File: config.mk
export PLATFORM = sky130hd
export DESIGN_NAME = booth_multiplier
export DESIGN_NICKNAME = d
export VERILOG_FILES = /design/src/rtl/booth_multiplier_pkg.sv /design/src/rtl/booth_multiplier_cla8.sv /design/src/rtl/booth_multiplier.sv
export SDC_FILE = /design/constraint.sdc
export NUM_CORES = 1
export LEC_CHECK = 0
export ABC_AREA = 1
export BUFFER_PORTS_ARGS = -buffer_cell sky130_fd_sc_hd__buf_2
export CAP_MARGIN = 10
export CORE_ASPECT_RATIO = 1.1
export CORE_MARGIN = 2
export CORE_UTILIZATION = 60
export DETAILED_ROUTE_END_ITERATION = 7
export PLACE_DENSITY = 0.84
export SETUP_SLACK_MARGIN = 0.5
export SLEW_MARGIN = 5
export SYNTH_ARGS = -nofsm -noshare
export SYNTH_HDL_FRONTEND = slang
export SYNTH_SLANG_ARGS = --single-unit
File: constraint.sdc
create_clock -name clk -period 6.3 [get_ports clk]
set_input_delay 1.26 -clock clk [delete_from_list [all_inputs] [get_ports clk]]
set_output_delay 1.26 -clock clk [all_outputs]
set_load 0.02 [all_outputs]
File: src/rtl/booth_multiplier_pkg.sv
// -----------------------------------------------------------------------------
// booth_multiplier_pkg
//   Shared definitions for the radix-2 Booth multiplier:
//     - operand width and iteration-counter width
//     - FSM state encodings (IDLE, RUN, DONE)
//     - Booth recoding action type and its decode helper
//     - 4-bit carry-lookahead helper used by the CLA adder
// -----------------------------------------------------------------------------
package booth_multiplier_pkg;

    localparam int WIDTH   = 8;          // operand width
    localparam int PROD_W  = 2 * WIDTH;  // product width
    localparam int COUNT_W = 4;          // iteration counter width (holds 8)

    typedef enum logic [1:0] {
        IDLE = 2'd0,
        RUN  = 2'd1,
        DONE = 2'd2
    } state_t;

    typedef enum logic [1:0] {
        OP_NOP = 2'd0,
        OP_ADD = 2'd1,
        OP_SUB = 2'd2
    } booth_op_t;

    // Radix-2 Booth recoding of the bit pair {Q[0], Q_1}.
    function automatic booth_op_t booth_decode(input logic q0, input logic q_1);
        booth_op_t op;
        case ({q0, q_1})
            2'b01:   op = OP_ADD;
            2'b10:   op = OP_SUB;
            default: op = OP_NOP;
        endcase
        return op;
    endfunction

    // Flat lookahead carries for a 4-bit group.
    // Returns {c4, c3, c2, c1, c0}; c0 is the incoming carry.
    function automatic logic [4:0] cla4_carries(input logic [3:0] g,
                                                input logic [3:0] p,
                                                input logic       c0);
        logic c1, c2, c3, c4;
        c1 = g[0] | (p[0] & c0);
        c2 = g[1] | (p[1] & g[0]) | (p[1] & p[0] & c0);
        c3 = g[2] | (p[2] & g[1]) | (p[2] & p[1] & g[0])
                  | (p[2] & p[1] & p[0] & c0);
        c4 = g[3] | (p[3] & g[2]) | (p[3] & p[2] & g[1])
                  | (p[3] & p[2] & p[1] & g[0])
                  | (p[3] & p[2] & p[1] & p[0] & c0);
        return {c4, c3, c2, c1, c0};
    endfunction

endpackage

File: src/rtl/booth_multiplier_cla8.sv
// -----------------------------------------------------------------------------
// booth_multiplier_cla8
//   8-bit carry-lookahead adder built from two 4-bit lookahead groups.
//   Ports:
//     a, b  : in  [7:0]  addends
//     cin   : in         carry in (1 for two's-complement subtract)
//     sum   : out [7:0]  a + b + cin (modulo 256)
//     cout  : out        carry out of bit 7
// -----------------------------------------------------------------------------
module booth_multiplier_cla8
    import booth_multiplier_pkg::*;
(
    input  logic [WIDTH-1:0] a,
    input  logic [WIDTH-1:0] b,
    input  logic             cin,
    output logic [WIDTH-1:0] sum,
    output logic             cout
);

    logic [WIDTH-1:0] gen;
    logic [WIDTH-1:0] prop;
    logic [4:0]       carry_lo;
    logic [4:0]       carry_hi;
    logic [WIDTH-1:0] carry_in;

    genvar gi;
    generate
        for (gi = 0; gi < WIDTH; gi = gi + 1) begin : g_gp
            assign gen[gi]  = a[gi] & b[gi];
            assign prop[gi] = a[gi] ^ b[gi];
        end
    endgenerate

    // Separate carry vectors per group keep the lookahead free of
    // combinational self-reference inside a single vector.
    assign carry_lo = cla4_carries(gen[3:0], prop[3:0], cin);
    assign carry_hi = cla4_carries(gen[7:4], prop[7:4], carry_lo[4]);

    assign carry_in = {carry_hi[3:0], carry_lo[3:0]};

    generate
        for (gi = 0; gi < WIDTH; gi = gi + 1) begin : g_sum
            assign sum[gi] = prop[gi] ^ carry_in[gi];
        end
    endgenerate

    assign cout = carry_hi[4];

endmodule

File: src/rtl/booth_multiplier.sv
// -----------------------------------------------------------------------------
// booth_multiplier
//   Sequential radix-2 Booth multiplier, 8x8 signed -> 16-bit signed.
//   One Booth step per clock: 8 RUN cycles, then one DONE cycle.
//   Ports:
//     clk     : in         clock, rising edge
//     rst     : in         synchronous active-high reset
//     start   : in         begin a multiply (sampled only in IDLE)
//     A       : in  [7:0]  multiplicand, two's complement
//     B       : in  [7:0]  multiplier, two's complement
//     product : out [15:0] registered signed product, held until next DONE
//     busy    : out        high in RUN and DONE
//     done    : out        one-cycle pulse, product valid
// -----------------------------------------------------------------------------
module booth_multiplier
    import booth_multiplier_pkg::*;
#(
    parameter int N = 8
) (
    input  logic              clk,
    input  logic              rst,
    input  logic              start,
    input  logic [WIDTH-1:0]  A,
    input  logic [WIDTH-1:0]  B,
    output logic [PROD_W-1:0] product,
    output logic              busy,
    output logic              done
);

    state_t              state_q,   state_d;
    logic [WIDTH-1:0]    m_q,       m_d;
    logic [WIDTH-1:0]    acc_q,     acc_d;
    logic [WIDTH-1:0]    q_q,       q_d;
    logic                q_1_q,     q_1_d;
    logic [COUNT_W-1:0]  count_q,   count_d;
    logic [PROD_W-1:0]   product_q, product_d;

    booth_op_t           op;
    logic [WIDTH-1:0]    add_b;
    logic                add_cin;
    logic [WIDTH-1:0]    add_sum;
    logic                add_cout;
    logic [WIDTH-1:0]    step_res;
    logic                step_sign;

    // ------------------------------------------------------------------
    // Booth action selection and the single shared adder.
    // Subtract is M's one's complement with carry-in 1.
    // ------------------------------------------------------------------
    assign op      = booth_decode(q_q[0], q_1_q);
    assign add_b   = (op == OP_SUB) ? ~m_q : m_q;
    assign add_cin = (op == OP_SUB);

    booth_multiplier_cla8 u_cla8 (
        .a    (acc_q),
        .b    (add_b),
        .cin  (add_cin),
        .sum  (add_sum),
        .cout (add_cout)
    );

    // Result of the current step before the arithmetic shift.
    // The shifted-in bit is the true 9th (sign) bit of ACC +/- M, so
    // M = -128 cannot corrupt the sign even when the 8-bit sum wraps.
    always_comb begin
        step_res  = acc_q;
        step_sign = acc_q[WIDTH-1];
        if (op != OP_NOP) begin
            step_res  = add_sum;
            step_sign = acc_q[WIDTH-1] ^ add_b[WIDTH-1] ^ add_cout;
        end
    end

    // ------------------------------------------------------------------
    // Next-state and datapath logic
    // ------------------------------------------------------------------
    always_comb begin
        state_d   = state_q;
        m_d       = m_q;
        acc_d     = acc_q;
        q_d       = q_q;
        q_1_d     = q_1_q;
        count_d   = count_q;
        product_d = product_q;

        case (state_q)
            IDLE: begin
                if (start) begin
                    m_d     = A;
                    acc_d   = '0;
                    q_d     = B;
                    q_1_d   = 1'b0;
                    count_d = COUNT_W'(N);
                    state_d = RUN;
                end
            end

            RUN: begin
                // Arithmetic right shift of {ACC, Q, Q_1}.
                acc_d   = {step_sign, step_res[WIDTH-1:1]};
                q_d     = {step_res[0], q_q[WIDTH-1:1]};
                q_1_d   = q_q[0];
                count_d = count_q - COUNT_W'(1);
                if (count_q == COUNT_W'(1)) begin
                    // Last step: capture the final shifted value so it is
                    // on the product port during the DONE cycle.
                    product_d = {acc_d, q_d};
                    state_d   = DONE;
                end
            end

            DONE: begin
                state_d = IDLE;
            end

            default: begin
                state_d = IDLE;
            end
        endcase
    end

    always_ff @(posedge clk) begin
        if (rst) begin
            state_q   <= IDLE;
            m_q       <= '0;
            acc_q     <= '0;
            q_q       <= '0;
            q_1_q     <= 1'b0;
            count_q   <= '0;
            product_q <= '0;
        end else begin
            state_q   <= state_d;
            m_q       <= m_d;
            acc_q     <= acc_d;
            q_q       <= q_d;
            q_1_q     <= q_1_d;
            count_q   <= count_d;
            product_q <= product_d;
        end
    end

    assign product = product_q;
    assign busy    = (state_q != IDLE);
    assign done    = (state_q == DONE);

endmodule
Word-level counts from Yosys, hierarchy flattened
Cells that the tools add are included.
- reduce and logical (&&, ||, !) cells: 8
- $add $sub $neg: 1
- bitwise operators: 78
- equality and inequality tests: 8
- muxes and demuxes: 15
- operator list (operator ; count):
    $and A1 B1 Y1 ; 40
    $mux W8 ; 4
    $pmux W8 S2 ; 2
    $or A1 B1 Y1 ; 20
    $xor A1 B1 Y1 ; 17
    $not A8 Y8 ; 1
    $pmux W2 S2 ; 2
    $pmux W4 S2 ; 1
    $reduce_and A2 Y1 ; 4
    $eq A2 B2 Y1 const B ; 3
    $reduce_bool A2 Y1 ; 3
    $eq A2 B1 Y1 const B ; 2
    $eq A4 B1 Y1 const B ; 1
    $mux W2 ; 2
    $mux W4 ; 1
    $ne A2 B2 Y1 const B ; 2
    $sub A4 B1 Y4 const B ; 1
    $logic_not A2 Y1 ; 1
    $mux W1 ; 2
    $pmux W1 S2 ; 1
- output and inout port bits: 18
- flip-flop bits (word level): 47
- logic and storage cells: 117
- input bits: 19

Depth between registers and ports, before layout
Gate-level depths: netlist (run 1).
- word-level depth: 15
- depth in mapped cells: 16
- mapped depth without buffers: 15

Hierarchy
From an unflattened synthesis (run 1), not the netlist that was laid out.
- cells, all modules: 328
- area total of the unflattened synthesis: 2384.8 µm²
- by module, submodules not included (module ; instances ; cells an instance ; area each (µm²) ; sequential area each (µm²)):
    booth_multiplier ; 1 ; 271 ; 2021.9 ; 940.9
    booth_multiplier_cla8 ; 1 ; 57 ; 362.8 ; 0.0

Worst setup path before layout (run 1)
Ideal clock, no wire load.
- kind: flip-flop to flip-flop
- start point: reg q_1_q
- end point: reg acc_q[3]
- path slack: 3.846 ns
- data arrival time: 2.383 ns
- cell stages (with the launch flop): 16
- clock period less this slack: 2.454 ns
- setup time: 0.071 ns
- data required time: 6.229 ns
- path buffers: 1
- path through: dfxtp_1 > inv_1 > ha_1 > buf_6 > xor2_1 > ha_1 > nand2_1 > nand3_4 > nand2_4 > nand2_4 > inv_2 > fa_1 > nand2_1 > o21ai_0 > or2_1 > a21oi_1
- word-level cells in the longest chain between the ends: 13
- elaborated cells on any way between the ends: 29
- classes of those cells: eq/ne: 3; mux: 4; bitwise: 21; reduce/logical: 1
- RTL lines (element ; RTL line ; source):
    from (decl) ; booth_multiplier.sv:34 ; logic q_1_q, q_1_d;
    from (signal assigned) ; booth_multiplier.sv:136 ; q_1_q <= q_1_d;
    $eq A2 B2 Y1 / $eq A2 B1 Y1 (equally long branches) ; booth_multiplier_pkg.sv:30 ; case ({q0, q_1})
    $pmux W2 S2 * ; booth_multiplier_pkg.sv:30 ;
    $eq A2 B2 Y1 ; booth_multiplier.sv:51, booth_multiplier.sv:52 ;
    $mux W8 ; booth_multiplier.sv:51 ; assign add_b = (op == OP_SUB) ? ~m_q : m_q;
    $xor A1 B1 Y1 / $and A1 B1 Y1 (equally long branches) ; booth_multiplier_cla8.sv:30, booth_multiplier_cla8.sv:29 ;
    $and A1 B1 Y1, on equally long branches ; booth_multiplier_pkg.sv:48, booth_multiplier_pkg.sv:49, booth_multiplier_pkg.sv:50 ;
    $or A1 B1 Y1 (tied with other cells) (2 in a row) ; booth_multiplier_pkg.sv:48 ; c4 = g[3] | (p[3] & g[2]) | (p[3] & p[2] & g[1])
    $or A1 B1 Y1 / $and A1 B1 Y1 (equally long branches) ; booth_multiplier_pkg.sv:49, booth_multiplier_pkg.sv:50 ;
    $or A1 B1 Y1 ; booth_multiplier_pkg.sv:50 ; | (p[3] & p[2] & p[1] & p[0] & c0);
    $xor A1 B1 Y1 ; booth_multiplier_cla8.sv:43 ; assign sum[gi] = prop[gi] ^ carry_in[gi];
    $mux W8 * ; booth_multiplier.sv:68 ; if (op != OP_NOP) begin
    $pmux W8 S2 * ; booth_multiplier.sv:86 ; case (state_q)
    to (signal assigned) ; booth_multiplier.sv:126 ; acc_q <= '0;
    to (signal assigned) ; booth_multiplier.sv:134 ; acc_q <= acc_d;
    to (decl) ; booth_multiplier.sv:32 ; logic [WIDTH-1:0] acc_q, acc_d;
Every way passes the cells marked *; elsewhere a longest branch is shown, timed or not.
A chain may end at the register's enable or synchronous reset.

Worst setup path after layout (run 1)
- start point: reg q_q[0]
- end point: reg acc_q[3]
- word-level cells in the longest chain between the ends: 13
- elaborated cells on any way between the ends: 29
- classes of those cells: eq/ne: 3; mux: 4; bitwise: 21; reduce/logical: 1
- RTL lines (element ; RTL line ; source):
    from (decl) ; booth_multiplier.sv:33 ; logic [WIDTH-1:0] q_q, q_d;
    from (signal assigned) ; booth_multiplier.sv:135 ; q_q <= q_d;
    $eq A2 B2 Y1 / $eq A2 B1 Y1 (equally long branches) ; booth_multiplier_pkg.sv:30 ;
    $pmux W2 S2 * ; booth_multiplier_pkg.sv:30 ;
    $eq A2 B2 Y1 ; booth_multiplier.sv:51, booth_multiplier.sv:52 ;
    $mux W8 ; booth_multiplier.sv:51 ;
    $xor A1 B1 Y1 / $and A1 B1 Y1 (equally long branches) ; booth_multiplier_cla8.sv:30, booth_multiplier_cla8.sv:29 ;
    $and A1 B1 Y1, on equally long branches ; booth_multiplier_pkg.sv:48, booth_multiplier_pkg.sv:49, booth_multiplier_pkg.sv:50 ;
    $or A1 B1 Y1 (tied with other cells) (2 in a row) ; booth_multiplier_pkg.sv:48 ;
    $or A1 B1 Y1 / $and A1 B1 Y1 (equally long branches) ; booth_multiplier_pkg.sv:49, booth_multiplier_pkg.sv:50 ;
    $or A1 B1 Y1 ; booth_multiplier_pkg.sv:50 ;
    $xor A1 B1 Y1 ; booth_multiplier_cla8.sv:43 ;
    $mux W8 * ; booth_multiplier.sv:68 ;
    $pmux W8 S2 * ; booth_multiplier.sv:86 ;
Marked as above.

==> results of run 1 <==
==> critical path: cells and delay by family, from the launching register on <==
kind,cells,cell delay (ns)
and+or+nand+nor,6,0.63
xor gates and xnor gates,1,0.13
adders and majority gates,3,1.32
buffers and inverters,1,0.05
DFF,1,0.37
AOI/OAI and AO/OA,2,0.20
==> cell type report <==
cell class	count	area, µm²	area share, %
clock buffers	8	100	3.83
inverters	27	106	4.07
multi-input cells	213	1230	46.9
flip-flops and latches	47	941	36.0
well taps	50	62.6	2.39
repair buffers	36	180	6.89
==> logic make-up after synthesis <==
family	after synthesis	share of synthesized area, %
AO/OA/AOI/OAI	52	13.8
adder cells (fa/ha/maj)	12	6.78
AND/OR/NAND/NOR	137	27.6
buffers and inverters	36	6.78
flip-flops	47	40.5
XOR/XNOR	12	4.52
==> layout by cell type, fill, tap and decap left out, types with 2 or more instances in the layout <==
cell / netlist / layout
a31oi_1: 8 / 8
ha_1: 11 / 11
a21oi_2: 3 / 3
buf_2: 2 / 36
inv_1: 20 / 20
xor2_1: 10 / 10
inv_2: 5 / 5
nand2_4: 2 / 2
inv_4: 2 / 2
xnor2_1: 2 / 2
dfxtp_1: 47 / 47
nand2_1: 72 / 72
o21ai_0: 12 / 12
or2_1: 2 / 2
nor2_8: 2 / 2
o21ai_1: 8 / 8
nand3_1: 17 / 17
nand3_4: 2 / 2
a21oi_1: 11 / 11
a221oi_1: 3 / 3
clkbuf_8: 0 / 7
nand2_2: 4 / 4
nor2_1: 31 / 31
==> worst paths after layout <==
check | from | to
max reg2reg | q_q[0] | acc_q[3]
max | q_q[0] | acc_q[3]
min reg2reg | q_q[5] | product[4]
min | q_q[5] | product[4]
==> power by group <==
| part | switching (mW) | total [mW] | internal (mW) | leakage [nW] |
|---|---|---|---|---|
| sequential | 0.0125 | 0.326 | 0.313 | 0.383 |
| combinational | 0.0823 | 0.127 | 0.0447 | 0.806 |
| clock | 0.0981 | 0.198 | 0.100 | 0.0515 |
| total | 0.193 | 0.651 | 0.458 | 1.24 |
==> sequential cells by signal, indices dropped and copies added (netlist names) <==
register	cells
m_q	8
q_1_q	1
state_q	2
product	16
count_q	4
q_q	8
acc_q	8
==> metal layers <==
layer / vias to the layer above / global-route usage (%)
met2: 51 / 41.4
met4: 0 / 12.6
met5: - / 0
met3: 14 / 5.03
li1: 1034 / -
met1: 959 / 30.9
==> through the flow <==
stage / util, % / hold WS [ns] / instances / instance area [µm²]
after floorplan: - / 0.438 / 296 / 2320
after global routing: 71.0 / 0.495 / 381 / 2620
after CTS: 71.0 / 0.470 / 381 / 2620
after global placement: 68.3 / 0.450 / 373 / 2520
after detailed placement: 68.3 / 0.458 / 373 / 2520
final: 71.0 / 0.469 / 381 / 2620
==> impl_results.md, run 1 <==
- Post-route DRC: 0
- Crit path max fanout: 10
- CTS Hold Bufs: 0
- Htree depth: 2
- Register clock-pin slew on the reported worst setup and hold paths: 0.09 ns
- Crit Path Category: reg2reg
- Synth Cell Area: 0.00232 mm²
- Static Leakage: 1.24 nW
- Worst-case reg-to-reg path depth: 13
- Final TNS setup: 0 ns
- Longest Clk Path Bufs: 2
- Setup ws final: 3.54 ns
- Vias in the first global route: 1,963
- WL met3: 220 µm
- Core Box Area: 0.00368 mm²
- CP Launch Type: flop
- Number of max-slew violations in the final report: 0
- Initial DRC Count: 89
- Die height: 69.3 µm
- Area contributors post-synth: dfxtp_1, nand2_1, ha_1
- Hold Vio Cnt, Final: 0
- Yosys top cell by area: dfxtp_1
- Post-DP HPWL: 3.57 mm
- Fin nets: 361
- Status: finished clean
- # fillers: 321
- Most frequent cells after synthesis: nand2_1, dfxtp_1, nor2_1, inv_1, nand3_1
- Tot Pwr: 0.651 mW
- Antenna cells: 0
- Clock sinks: 47
- Fin crit share: 43.9%
- Slew headroom: 52.5%
- CP arrival: 3.00 ns
- Postcts setup bufs: 0
- Synth cell types: 38
- Pwr dens: 249 mW/mm²
- Cells on Worst Hold Path: 2
- Synthesized netlist cell count: 296
- Synth Warn #: 0
- Share of layout cells above drive strength 1: 20.5%
- CP max stage delay: 0.51 ns
- Clk_skew: 0.00538 ns
- GRT overflow: 0
- Vias per std cell: 5.40
- TritonCTS clock tree: done
- All-Layer GR Usage: 25.1%
- Met2 wire length: 2.50 mm
- Maximum VDD drop: 0.212 mV
- Clk root buf: clkbuf_8
- Largest net degree at the start of global routing: 26
- Die area: 0.00439 mm²
- Worst-skew pair later-pin latency: 0.30 ns
- Metal-1 WL: 2.18 mm
- Synth Register Bits: 47
- Pre-CTS WS: 3.54 ns
- HP Class: reg2reg
- Post-route ant nets: 0
- Site Rows: 23
- Crit path cell chain: ha_1 > xor2_1 > ha_1 > nand2_1 > nand3_4 > nand2_4 > nand2_4 > inv_2 > fa_1 > nand2_1 > o21ai_0 > or2_1 > a21oi_1
- Input/output buffers: 36
- Resized cells post-CTS: 0
- Achievable Freq: 362 MHz
- Post-Route WL: 5.04 mm
- Top-count cell post-synth: nand2_1
- Uppermost layer routed: met4
- First-pass GRT wire length: 8.82 mm
- Share of the synthesized area in the top cell type: 40.5%
- TritonCTS buffer count: 5
- Final Wtd Congestion: 0.956
- Crit end category: flop
- DR vias: 2,058
- Ys async rst share: 0%
- Post-synth top flop: dfxtp_1
- Worst Tran Pin Value: 0.712 ns
- Flop-to-flop setup slack: 3.54 ns
- WL per Instance: 13.2 µm
- Crit path time final: 2.76 ns
- Max-Cap Viols: 0
- Syn_nets: 327
- Critical Path RT: 6.53 ns
- Initial antenna violation count: 0
- RSZ-0062 raised after global routing: no
- Syn-to-layout area delta: 12.5%
- I/O pins: 37
- Overall die width: 63.4 µm
- Slowest cell on the critical path: ha_1
- Number of synthesized flops with an enable pin: 0
- Post-synthesis sequential area ratio: 40.5%
- DRT Pass-1 Iters: 4
- Initial Util: 63.1%
- Avg Inst Size Synth: 7.85 µm²
- Final setup fails: 0
No activity file was read; power rests on OpenSTA's default activity.
==> run 2: changes to the inputs <==
- CORE_UTILIZATION: 60 -> 56
- PLACE_DENSITY: 0.84 -> 0.79
- clock period: 6.3 -> 2.8 ns (I/O delays scaled with it)
==> impl_results.md, run 2 (synthesis gave the netlist of run 1 again) <==
- RSZ-0062 raised after global routing: yes
- Util after Layout: 73.2% (+2.2 points)
- Final Wtd Congestion: 0.879 (-8.0%)
- HP Class: reg2reg
- Clk_skew: 0.00721 ns (+0.00183 ns)
- NetSw: 0.490 mW (+150%)
- CP Launch Type: flop
- Final TNS setup: 0 ns (unchanged)
- Share of layout cells above drive strength 1: 31.2% (+11 points)
- Top cell by count, worst path: a21oi_2
- Achievable Freq: 417 MHz (+15%)
- Initial DRC Count: 184 (+110%)
- # fillers: 309 (-3.7%)
- Vias per std cell: 5.38 (-0.36%)
- Register clock-pin slew on the reported worst setup and hold paths: 0.09 ns (about the same)
- Longest Clk Path Bufs: 2 (unchanged)
- Critical Path RT: 3.05 ns (-3.48 ns)
- Pwr dens: 564 mW/mm² (+130%)
- Post-route DRC: 0 (unchanged)
- Commonest non-fill, non-tap cells in the layout: nand2_1, dfxtp_1, buf_2
- Slew headroom: 49.0% (-3.5 points)
- Post-route ant nets: 0 (unchanged)
- DR vias: 2,126 (+3.3%)
- Die height: 71.6 µm (+3.3%)
- Vias in the first global route: 2,021 (+3.0%)
- Fin crit share: 85.6% (+42 points)
- Worst-skew pair later-pin latency: 0.31 ns (about the same)
- Initial antenna violation count: 0 (unchanged)
- Combinational power share: 22.6% (+3.1 points)
- Input/output buffers: 36 (unchanged)
- TritonCTS clock tree: done
- Commonest non-fill, non-tap cell in the layout: nand2_1
- Syn-to-layout area delta: 24.8%
- Status: finished clean
- Clock share of power: 32.2% (+1.7 points)
- Clk root buf: clkbuf_8
- CP arrival: 2.64 ns (-0.36 ns)
- Die area: 0.00468 mm² (+6.7%)
- P_int: 1.15 mW (+150%)
- CP max stage delay: 0.43 ns (-0.08 ns)
- Static Leakage: 1.32 nW (+6.2%)
- Largest net degree at the start of global routing: 26 (unchanged)
- Crit Path Category: reg2reg
- Number of flip-flops in the largest register: 16 (unchanged)
- Maximum VDD drop: 0.444 mV (+110%)
- CTS Hold Bufs: 0 (unchanged)
- Clock sinks: 47 (unchanged)
- Core Box Area: 0.00396 mm² (+7.6%)
- Worst Tran Pin Value: 0.765 ns (+0.0530 ns)
- Antenna cells: 0 (unchanged)
- Crit path time final: 2.40 ns (-0.367 ns)
- First-pass GRT wire length: 9.12 mm (+3.4%)
- Crit path max fanout: 6 (-4)
- DRT Pass-1 Iters: 4 (unchanged)
- Crit end category: flop
- Max-Cap Viols: 0 (unchanged)
- GRT overflow: 0 (unchanged)
- Post-Route WL: 5.60 mm (+11%)
- Seq pwr share: 45.2% (-4.8 points)
- Slowest cell on the critical path: fa_2
- Worst hold margin: 0.470 ns (+0.00112 ns)
- Initial Util: 58.6% (-4.5 points)
- Crit path cell chain: inv_2 > ha_4 > xor2_1 > ha_1 > a21oi_2 > nand2_4 > inv_4 > fa_2 > nand2_2 > o21ai_2 > or2_1 > a21oi_2
- I/O pins: 37 (unchanged)
- TritonCTS buffer count: 5 (unchanged)
- Site Rows: 24 (+4.3%)
- Final setup fails: 0 (unchanged)
- Sw frac: 30.0% (+0.33 points)
- Post-DP HPWL: 3.47 mm (-2.8%)
- Overall die width: 65.4 µm (+3.3%)
- Fin nets: 373 (+3.3%)
- Hold Vio Cnt, Final: 0 (unchanged)
- Number of max-slew violations in the final report: 0 (unchanged)
- WL per Instance: 14.2 µm (+7.3%)
- All-Layer GR Usage: 25.3% (+0.21 points)
- Htree depth: 2 (unchanged)
==> run 2: cell types whose count changed in the layout (fill, tap and decap cells not counted), sizes merged <==
| cell | delta |
|---|---|
| buf | +12 |
| clkbuf | -2 |
| clkinv | +1 |
| bufinv | +1 |
==> run 2: per-layer routing <==
metal	global-route usage, %	wire (µm)	vias up
met3	7.06	228	17
met5	0	0	-
met4	12.3	167	0
met1	31.7	2450	995
li1	-	-	1062
met2	40.1	2750	52
==> run 2: power by group through the flow <==
| stage | Clock, mW | Sequential, mW | Combinational (mW) |
|---|---|---|---|
| floorplan | 0 | 0.746 | 0.227 |
| global placement | 0 | 0.748 | 0.286 |
| detailed placement | 0 | 0.749 | 0.292 |
| CTS | 0.525 | 0.734 | 0.318 |
| global route | 0.556 | 0.744 | 0.409 |
| finish | 0.528 | 0.739 | 0.370 |
==> run 2: cell type report <==
type / instances / area, µm² / share of cell area [%]
Multi-Input combinational cell: 213 / 1390 / 47.9
Sequential cell: 47 / 943 / 32.5
Timing Repair Buffer: 48 / 278 / 9.57
Inverter: 27 / 109 / 3.75
Clock buffer: 6 / 82.6 / 2.85
Tap cell: 52 / 65.1 / 2.24
Clock inverter: 2 / 35.0 / 1.21
==> run 2: path summary, 6_finish.rpt <==
| check | from | endpoint | slack [ns] | cells past startpoint |
|---|---|---|---|---|
| worst min-delay path | q_q[5] | product[4] | 0.47 | 2 |
| worst min register to register | q_q[5] | product[4] | 0.47 | 2 |
| worst max register to register | q_1_q | acc_q[3] | 0.40 | 12 |
| worst max-delay path | q_1_q | acc_q[3] | 0.40 | 12 |
==> run 2: timing repair <==
action | 4_1_cts | 5_1_grt
pin swaps | 9 | 14
setup endpoints to repair | 4 | 9
setup buffers | 7 | 4
resized for setup | 7 | 21
==> run 2: critical path, delay by kind of cell (launching register included) <==
family / cells / cell delay [ns]
buffers and inverters: 2 / 0.10
flip-flops: 1 / 0.34
AO/OA/AOI/OAI: 3 / 0.39
AND/OR/NAND/NOR: 3 / 0.40
adder cells (fa/ha/maj): 3 / 0.97
XOR/XNOR: 1 / 0.15
==> run 2: through the flow <==
stage	cells	setup WS (ns)	power (mW)	area [µm²]
2_1_floorplan	296	0.380	0.974	2340
3_3_place_gp	376	0.382	1.03	2540
3_5_place_dp	376	0.309	1.04	2540
4_1_cts	391	0.425	1.58	2750
5_1_grt	395	0.288	1.71	2900
6_report	395	0.404	1.64	2900
==> run 3: changes to the inputs <==
--- a/config.mk
+++ b/config.mk
@@ -12,5 +12,5 @@
 export CORE_MARGIN = 2
-export CORE_UTILIZATION = 56
+export CORE_UTILIZATION = 50
 export DETAILED_ROUTE_END_ITERATION = 7
-export PLACE_DENSITY = 0.79
+export PLACE_DENSITY = 0.75
 export SETUP_SLACK_MARGIN = 0.5
==> constraint.sdc (replaced) <==
create_clock -name clk -period 2.19 [get_ports clk]
set_input_delay 0.438 -clock clk [delete_from_list [all_inputs] [get_ports clk]]
set_output_delay 0.438 -clock clk [all_outputs]
set_load 0.05 [all_outputs]
==> impl_results.md, run 3 (synthesis gave the netlist of run 1 again) <==
- Die height: 75.5 µm (+5.5%)
- First-pass GRT wire length: 9.11 mm (about the same)
- Failing checks: negative setup slack
- Clock sinks: 47 (unchanged)
- CP Launch Type: flop
- Crit path max fanout: 6 (unchanged)
- Htree depth: 2 (unchanged)
- I/O pins: 37 (unchanged)
- Initial antenna violation count: 0 (unchanged)
- Register clock-pin slew on the reported worst setup and hold paths: 0.09 ns (about the same)
- Largest net degree at the start of global routing: 23 (-12%)
- Fin crit share: 111% (+26 points)
- DR vias: 2,172 (+2.2%)
- Commonest non-fill, non-tap cells in the layout: nand2_1, dfxtp_1, buf_2
- Input/output buffers: 36 (unchanged)
- Antenna cells: 0 (unchanged)
- GRT overflow: 0 (unchanged)
- Critical Path RT: 2.43 ns (-0.62 ns)
- Util after Layout: 65.8% (-7.4 points)
- Flop-to-flop setup slack: -0.25 ns (-0.65 ns)
- Crit path time final: 2.44 ns (+0.0394 ns)
- Fin nets: 388 (+4.0%)
- Initial Util: 51.0% (-7.6 points)
- Dpl cell area: 0.00265 mm² (+4.0%)
- Worst hold margin: 0.379 ns (-0.0904 ns)
- WL per Instance: 13.7 µm (-3.6%)
- Clk root buf: clkbuf_8
- All-Layer GR Usage: 22.0% (-3.3 points)
- Site Rows: 26 (+8.3%)
- Status: finished with violations
- Pwr dens: 657 mW/mm² (+16%)
- Seq pwr share: 47.8% (+2.6 points)
- Static Leakage: 1.41 nW (+7.2%)
- Core Box Area: 0.00455 mm² (+15%)
- Combinational power share: 26.6% (+4.0 points)
- Clk_skew: 0.00560 ns (-0.00161 ns)
- NetSw: 0.630 mW (+28%)
- Number of max-slew violations in the final report: 0 (unchanged)
- DRT Pass-1 Iters: 4 (unchanged)
- Setup ws final: -0.245 ns (-0.649 ns)
- P_int: 1.34 mW (+17%)
- Post-DP HPWL: 3.86 mm (+11%)
- Final setup fails: 9 (+9)
- Final Wtd Congestion: 0.752 (-15%)
- RSZ-0062 raised after global routing: yes
- Crit end category: flop
- Syn-to-layout area delta: 28.8%
- TritonCTS buffer count: 5 (unchanged)
- Initial DRC Count: 173 (-6.0%)
- Clock share of power: 25.6% (-6.6 points)
- Non-filler cells in the finished layout: 413 (+4.6%)
- Worst-skew pair later-pin latency: 0.30 ns (about the same)
- Max-Cap Viols: 0 (unchanged)
- TritonCTS clock tree: done
- Die area: 0.00521 mm² (+11%)
- Post-Route WL: 5.65 mm (+0.82%)
- Tot Pwr: 1.97 mW (+20%)
- Worst Tran Pin Value: 0.331 ns (-0.434 ns)
- Achievable Freq: 411 MHz (-1.6%)
- Post-route DRC: 0 (unchanged)
- Maximum VDD drop: 0.424 mV (-4.3%)
- Commonest non-fill, non-tap cell in the layout: nand2_1
- Post-route cell area: 0.00300 mm² (+3.2%)
- HP Class: in2reg
- Overall die width: 69.0 µm (+5.5%)
- Slew headroom: 77.7% (+29 points)
- Post-route ant nets: 0 (unchanged)
- Vias per std cell: 5.26 (-2.3%)
- Crit Path Category: reg2reg
- Vias in the first global route: 2,081 (+3.0%)
- Longest Clk Path Bufs: 2 (unchanged)
- Share of layout cells above drive strength 1: 35.3% (+4.1 points)
- Placed cell count: 393 (+4.5%)
- Sw frac: 32.0% (+2.0 points)
- Hold Vio Cnt, Final: 0 (unchanged)
- CP arrival: 2.67 ns (+0.03 ns)
- Number of flip-flops in the largest register: 16 (unchanged)
## run 3: cell types whose count changed in the layout (fill, tap and decap cells not counted), moves of 2 or more
| cell | change |
|---|---|
| inv_2 | -2 |
| nand2_2 | +5 |
| buf_6 | +4 |
| nand2_1 | -6 |
| nand3_1 | -2 |
| buf_4 | +11 |
| xor2_1 | +3 |
| xor2_4 | -2 |
| ha_4 | -2 |
| ha_1 | +2 |
## run 3: worst paths after layout
kind,startpoint,end,depth (start not counted)
setup / recovery,q_1_q,acc_q[3],12
hold / removal,B[2],q_q[2],3
setup reg to reg,q_1_q,acc_q[3],12
hold reg to reg,q_1_q,q_1_q,2
## run 3: critical path: stages (launching register included)
cell and delay [ns]:
dfxtp_2 0.33, inv_2 0.06, ha_4 0.18, xor2_1 0.22, ha_1 0.32, a21oi_2 0.21
nand2_4 0.08, inv_4 0.06, fa_2 0.41, nand2_1 0.11, o21ai_2 0.07, or2_1 0.22
a21oi_2 0.12
## run 3: final cells by class
cell class	count	area [µm²]
clock buffers	5	68.8
clock inverters	2	13.8
fillers	387	1560
repair buffers	63	405
well taps	56	70.1
flip-flops and latches	47	943
multi-input cells	213	1380
inverters	27	111
## run 3: timing repair
| action | CTS | global route |
|---|---|---|
| buffers inserted | 10 | 3 |
| pin swaps | 17 | 16 |
| endpoints found under the hold margin | 0 | 0 |
| hold buffers | 0 | 0 |
| endpoints found under the setup margin | 16 | 17 |
| gates resized for setup | 14 | 26 |
## run 3: power groups by stage
stage / Sequential (mW) / Clock [mW] / Combinational (mW)
2_1_floorplan: 0.963 / 0 / 0.299
3_3_place_gp: 0.955 / 0 / 0.416
3_5_place_dp: 0.957 / 0 / 0.429
4_1_cts: 0.937 / 0.512 / 0.471
5_1_grt: 0.946 / 0.542 / 0.576
6_report: 0.940 / 0.503 / 0.524
## run 3: through the flow
stage	TNS (ns)	setup slack, ns
after floorplan	-0.509	-0.229
after global placement	-0.256	-0.125
after detailed placement	-0.575	-0.215
after CTS	-0.767	-0.149
after global routing	-2.17	-0.320
final	-0.944	-0.245
## run 3: per-layer routing
| metal | routed length, µm | track usage (%) |
|---|---|---|
| met5 | 0 | 0 |
| met4 | 142 | 10.9 |
| met3 | 224 | 4.76 |
| met1 | 2240 | 23.4 |
| met2 | 3040 | 42.2 |
